### config.mk
export PLATFORM = sky130hd
export DESIGN_NAME = freq_filter_stream
export DESIGN_NICKNAME = d
export VERILOG_FILES = /design/src/rtl/freq_filter_stream.sv
export SDC_FILE = /design/constraint.sdc
export NUM_CORES = 2
export LEC_CHECK = 0
export ABC_AREA = 1
export CORE_UTILIZATION = 29
export CTS_CLUSTER_SIZE = 10
export DETAILED_ROUTE_END_ITERATION = 12
export GPL_TIMING_DRIVEN = 0
export PLACE_DENSITY = 0.5
export SYNTH_ARGS = -nofsm -noshare
export SYNTH_HDL_FRONTEND = slang
export SYNTH_SLANG_ARGS = --single-unit
### constraint.sdc
create_clock -name clk -period 19 [get_ports clk]
set_clock_uncertainty 0.15 [all_clocks]
set_input_delay 3.8 -clock clk [delete_from_list [all_inputs] [get_ports clk]]
set_output_delay 3.8 -clock clk [all_outputs]
set_load 0.005 [all_outputs]
### src/rtl/freq_filter_stream.sv
// rtl/freq_filter_stream.sv - per-bin signed gain filter on a complex bin stream, double-buffered gains
module freq_filter_stream #(
   parameter int DATA_WIDTH = 16,
   parameter int GAIN_WIDTH = 16,
   parameter int N          = 16,
   localparam int AW        = $clog2(N)
) (
   input  logic                  clk,
   input  logic                  reset_n,
   input  logic [1:0]            mode,
   input  logic                  in_valid,
   output logic                  in_ready,
   input  logic [DATA_WIDTH-1:0] in_real,
   input  logic [DATA_WIDTH-1:0] in_imag,
   input  logic                  cfg_we,
   input  logic [AW-1:0]         cfg_addr,
   input  logic [GAIN_WIDTH-1:0] cfg_gain,
   input  logic                  cfg_commit,
   output logic                  out_valid,
   input  logic                  out_ready,
   output logic [DATA_WIDTH-1:0] out_real,
   output logic [DATA_WIDTH-1:0] out_imag,
   output logic [AW-1:0]         out_bin,
   output logic                  out_last,
   output logic                  frame_done,
   output logic                  commit_busy
);

   localparam int PW = DATA_WIDTH + GAIN_WIDTH;
   localparam logic [GAIN_WIDTH-1:0] GAIN_ONE = GAIN_WIDTH'((64'd1 << (GAIN_WIDTH - 1)) - 64'd1);
   localparam logic signed [PW-1:0]  RND      = PW'(64'd1 << (GAIN_WIDTH - 2));
   localparam logic signed [PW-1:0]  SAT_MAX  = PW'((64'd1 << (DATA_WIDTH - 1)) - 64'd1);
   localparam logic signed [PW-1:0]  SAT_MIN  = ~SAT_MAX;
   localparam logic [AW-1:0]         LAST_BIN = AW'(N - 1);
   localparam logic [1:0]            MODE_BYPASS = 2'b00;
   localparam logic [1:0]            MODE_MASK   = 2'b01;
   localparam logic [1:0]            MODE_GAIN   = 2'b10;

   // Q1.(GW-1) multiply, round half up, saturate to the sample range
   function automatic logic [DATA_WIDTH-1:0] scale(input logic [DATA_WIDTH-1:0] x,
                                                   input logic [GAIN_WIDTH-1:0] g);
      logic signed [PW-1:0] xe;
      logic signed [PW-1:0] ge;
      logic signed [PW-1:0] r;
      xe = PW'($signed(x));
      ge = PW'($signed(g));
      r  = (xe * ge + RND) >>> (GAIN_WIDTH - 1);
      if (r > SAT_MAX)      scale = SAT_MAX[DATA_WIDTH-1:0];
      else if (r < SAT_MIN) scale = SAT_MIN[DATA_WIDTH-1:0];
      else                  scale = r[DATA_WIDTH-1:0];
   endfunction

   logic [GAIN_WIDTH-1:0] shadow_q [N];
   logic [GAIN_WIDTH-1:0] shadow_d [N];
   logic [GAIN_WIDTH-1:0] active_q [N];
   logic [GAIN_WIDTH-1:0] active_d [N];
   logic                  pending_q, pending_d;
   logic [AW-1:0]         bin_q, bin_d;
   logic [1:0]            frame_mode_q, frame_mode_d;

   logic                  s1_valid_q, s1_valid_d;
   logic [DATA_WIDTH-1:0] s1_real_q, s1_real_d;
   logic [DATA_WIDTH-1:0] s1_imag_q, s1_imag_d;
   logic [AW-1:0]         s1_bin_q, s1_bin_d;
   logic [GAIN_WIDTH-1:0] s1_gain_q, s1_gain_d;
   logic [1:0]            s1_mode_q, s1_mode_d;

   logic                  out_valid_q, out_valid_d;
   logic [DATA_WIDTH-1:0] out_real_q, out_real_d;
   logic [DATA_WIDTH-1:0] out_imag_q, out_imag_d;
   logic [AW-1:0]         out_bin_q, out_bin_d;
   logic                  out_last_q, out_last_d;
   logic                  frame_done_q, frame_done_d;

   logic                  accept;
   logic                  copy_en;
   logic [DATA_WIDTH-1:0] res_real, res_imag;

   assign in_ready = !(out_valid_q && !out_ready);
   assign accept   = in_valid && in_ready;
   // Swap only on a frame boundary: idle at bin 0, or as the last bin is taken
   assign copy_en  = pending_q && ((bin_q == '0 && !accept) || (accept && bin_q == LAST_BIN));

   always_comb begin
      res_real = s1_real_q;
      res_imag = s1_imag_q;
      case (s1_mode_q)
         MODE_MASK: begin
            if (s1_gain_q == '0) begin
               res_real = '0;
               res_imag = '0;
            end
         end
         MODE_GAIN: begin
            res_real = scale(s1_real_q, s1_gain_q);
            res_imag = scale(s1_imag_q, s1_gain_q);
         end
         default: ;
      endcase
   end

   always_comb begin
      shadow_d     = shadow_q;
      active_d     = active_q;
      pending_d    = pending_q;
      bin_d        = bin_q;
      frame_mode_d = frame_mode_q;
      s1_valid_d   = s1_valid_q;
      s1_real_d    = s1_real_q;
      s1_imag_d    = s1_imag_q;
      s1_bin_d     = s1_bin_q;
      s1_gain_d    = s1_gain_q;
      s1_mode_d    = s1_mode_q;
      out_valid_d  = out_valid_q;
      out_real_d   = out_real_q;
      out_imag_d   = out_imag_q;
      out_bin_d    = out_bin_q;
      out_last_d   = out_last_q;
      frame_done_d = out_valid_q && out_ready && out_last_q;

      if (cfg_we) shadow_d[cfg_addr] = cfg_gain;
      if (copy_en) active_d = shadow_q;
      pending_d = copy_en ? 1'b0 : (pending_q || cfg_commit);

      if (accept) begin
         bin_d = bin_q + 1'b1;
         if (bin_q == '0) frame_mode_d = mode;
      end

      if (in_ready) begin
         s1_valid_d = accept;
         if (accept) begin
            s1_real_d = in_real;
            s1_imag_d = in_imag;
            s1_bin_d  = bin_q;
            s1_gain_d = active_q[bin_q];
            s1_mode_d = (bin_q == '0) ? mode : frame_mode_q;
         end
         out_valid_d = s1_valid_q;
         if (s1_valid_q) begin
            out_real_d = res_real;
            out_imag_d = res_imag;
            out_bin_d  = s1_bin_q;
            out_last_d = (s1_bin_q == LAST_BIN);
         end
      end
   end

   always_ff @(posedge clk or negedge reset_n) begin
      if (!reset_n) begin
         for (int i = 0; i < N; i++) begin
            shadow_q[i] <= GAIN_ONE;
            active_q[i] <= GAIN_ONE;
         end
         pending_q    <= 1'b0;
         bin_q        <= '0;
         frame_mode_q <= MODE_BYPASS;
         s1_valid_q   <= 1'b0;
         s1_real_q    <= '0;
         s1_imag_q    <= '0;
         s1_bin_q     <= '0;
         s1_gain_q    <= '0;
         s1_mode_q    <= MODE_BYPASS;
         out_valid_q  <= 1'b0;
         out_real_q   <= '0;
         out_imag_q   <= '0;
         out_bin_q    <= '0;
         out_last_q   <= 1'b0;
         frame_done_q <= 1'b0;
      end else begin
         shadow_q     <= shadow_d;
         active_q     <= active_d;
         pending_q    <= pending_d;
         bin_q        <= bin_d;
         frame_mode_q <= frame_mode_d;
         s1_valid_q   <= s1_valid_d;
         s1_real_q    <= s1_real_d;
         s1_imag_q    <= s1_imag_d;
         s1_bin_q     <= s1_bin_d;
         s1_gain_q    <= s1_gain_d;
         s1_mode_q    <= s1_mode_d;
         out_valid_q  <= out_valid_d;
         out_real_q   <= out_real_d;
         out_imag_q   <= out_imag_d;
         out_bin_q    <= out_bin_d;
         out_last_q   <= out_last_d;
         frame_done_q <= frame_done_d;
      end
   end

   assign out_valid   = out_valid_q;
   assign out_real    = out_real_q;
   assign out_imag    = out_imag_q;
   assign out_bin     = out_bin_q;
   assign out_last    = out_last_q;
   assign frame_done  = frame_done_q;
   assign commit_busy = pending_q;

endmodule

==> flow_summary.toml <==
[placement]
dp_hpwl_um = 131000
placed_area_sq_mm = 0.0510
gp_congestion = 0.946
port-buffer-count = 100
place_inst = 7770

[drt]
vias = 38000
ant_nets = 0
drt_wl_total_um = 171000
drc_errors = 0
vias_per_cell = 4.82
first_iter_violations = 2974
wire_per_inst_um = 21.7
firstDrtPassIters = 7

[synth]
synth-edff-count = 0
syn_inst = 5505
yosysUniqueCellTypes = 42
syn_nets = 6247
synth_xor_area_frac = 0.00483
synth_top_family_by_area = "adder cells"
syn-cell-area_sq_mm = 0.0471
yosys_most_used_dff = "dfstp_2"
synth_top_area_cell = "dfstp_2"
ys_seq_elements = 611
async_reset_ff_frac = 1.00
synth_mux_area_frac = 0.0359
synth.area.top_cells = "dfstp_2, fa_1, nand2_1"
ys_warn_count = 0
yosys.area_share.adder = 0.265
synth_compound_area_frac = 0.0923
synth_top_cell_area_share = 0.268
yosysSeqAreaShare = 0.337
synth-simple-area-share = 0.153
avgSynthCellArea_sq_um = 8.56

[grt]
grt_use_met3 = 0.0427
grt_use_met2 = 0.337
grt_pass1_vias = 38400
antenna_found_initial = 4
grt_usage = 0.210
met1_usage = 0.280
grt_pass1_wl_um = 253000
grt_overflow_total = 0
busiest_layer = "met2"
grt_start_max_net_pins = 115

[floorplanning]
initial_core_util = 0.293
dieArea_sq_mm = 0.164
die_x_um = 405
rows = 147
core_sq_mm = 0.161
die_h_um = 405
ioPinCount = 101

[clock_network]
cts_tree = "yes"
cts_hold_buf = 0
root_buffer = "clkbuf_16"
h-tree-depth = 3
clk_pin_slew_worst_paths_ns = 0.06
cts_buffer_depth = 3
cts-resized-gates = 0
numCtsBuffers = 73
postCtsSetupBuffers = 0
cts.sinks = 611
insertion_delay_ns = 0.69

[sta]
rsz0062_at_grt = "false"
timing.fmax_ghz = 0.112
final_hold_viol_count = 0
finalSetupViolations = 0
min_period_over_period = 0.468
slew_viol_final = 0
tightest_slew_ns = 1.16
period_needed_ns = 8.90
slew_headroom = 0.226

[critical_path]
path_buf_inv = 3
critPathMaxStageDelay_ns = 0.45
crit_type = "primary input to output port"
cp.arrival_ns = 4.95
cp_slowest_cell = "clkdlybuf4s50_1"
start_kind = "primary input"
cp_max_fo = 4
cp_common_cell = "clkdlybuf4s50_1"
required_ns = 15.05
crit_chain = "clkdlybuf4s50_1 > nor2_1 > inv_2 > clkdlybuf4s50_1"
endpoint_kind = "output port"
cp_top_family = "buffers and inverters"

[final_layout]
final_common_cell = "nand2_1"
final_cell_mix = "nand2_1, inv_1, fa_1"
drive_gt1_frac = 0.138
stdcell_area_sq_mm = 0.0532
syn_to_final_growth_pct = 12.9
final_nets = 6428
fill_cells = 17000
layoutNonFillerInstCount = 7884

[run]
cap_viol_max_count = 0

[hold_path]
worstHoldPathType = "register to register"

[run_status]
status = "complete, no violations"
==> stage by stage <==
stage	hold slack (ns)	utilization	setup WS, ns	setup TNS (ns)
after floorplan	0.281	-	11.05	0
after global placement	0.291	0.316	-13.77	-4346.69
after detailed placement	0.306	0.317	10.11	0
after CTS	0.308	0.330	10.10	0
after global routing	0.329	0.330	10.05	0
final	0.304	0.330	10.10	0
==> synth_stat cells (8+ instances only) <==
cell         n
inv_1     1079
o221ai_1    48
o21ai_1     47
nand2_1   1427
nand2_2     10
ha_1       158
o21ai_0    505
clkbuf_1   239
o22ai_1      9
a21oi_1    116
nor2_1     278
fa_1       524
buf_2       37
dfstp_2    480
dfrtp_1    131
nand4_1     15
xor2_1      16
nor3_1      16
buf_1       22
o211ai_1     8
o21bai_1     9
a31oi_1     45
nand3_1     77
xnor2_1     10
mux2_2     150
==> path summary, 6_finish.rpt <==
kind	slack (ns)	to	start	cells after the start
max	10.10	in_ready	out_ready	4
min	0.30	active_q[109]	shadow_q[109]	2
max reg2reg	10.55	out_imag[14]	s1_gain_q[1]	30
min reg2reg	0.30	active_q[109]	shadow_q[109]	2
max in group asynchronous	13.59	shadow_q[149]	reset_n	4
min in group asynchronous	3.05	commit_busy	reset_n	1
==> worst register-to-register path: cells and delay by family, from the launching register on <==
kind,cells,cell delay (ns)
buffers and inverters,6,1.65
and+or+nand+nor,17,2.15
DFF,1,0.96
adders and majority gates,7,3.43
==> registers in the layout (all words and copies together), names as in the netlist, 16 cells and up, named ones only <==
| register | count |
|---|---|
| active_q | 256 |
| out_imag | 16 |
| out_real | 16 |
| s1_gain_q | 16 |
| s1_imag_q | 16 |
| s1_real_q | 16 |
| shadow_q | 256 |
==> area by class of cell <==
class / instances / area (sq um) / area share
multi-input cells: 3506 / 25900 / 0.488
flip-flops and latches: 611 / 15900 / 0.299
inverters: 1085 / 4070 / 0.0766
well taps: 2160 / 2700 / 0.0508
clock buffers: 99 / 1940 / 0.0366
plain buffers: 303 / 1210 / 0.0228
repair buffers: 106 / 1160 / 0.0218
clock inverters: 11 / 245 / 0.00461
diodes: 3 / 7.51 / 0.000141
==> metal layers <==
| metal | vias to the layer above | part of all wire |
|---|---|---|
| li1 | 17100 | - |
| met1 | 19300 | 0.43 |
| met2 | 1403 | 0.46 |
| met3 | 274 | 0.079 |
| met4 | 2 | 0.036 |
| met5 | - | 0.000076 |
==> cell families after synthesis <==
family                   count (synthesis)
AND/OR/NAND/NOR                       1845
buffers and inverters                 1388
AO/OA/AOI/OAI                          803
adder cells (fa/ha/maj)                682
flip-flops                             611
multiplexers                           150
XOR/XNOR                                26
Power is left out: the tool's default activity adds up to more than one toggle a clock period on the data nets, which glitch-free logic cannot reach.
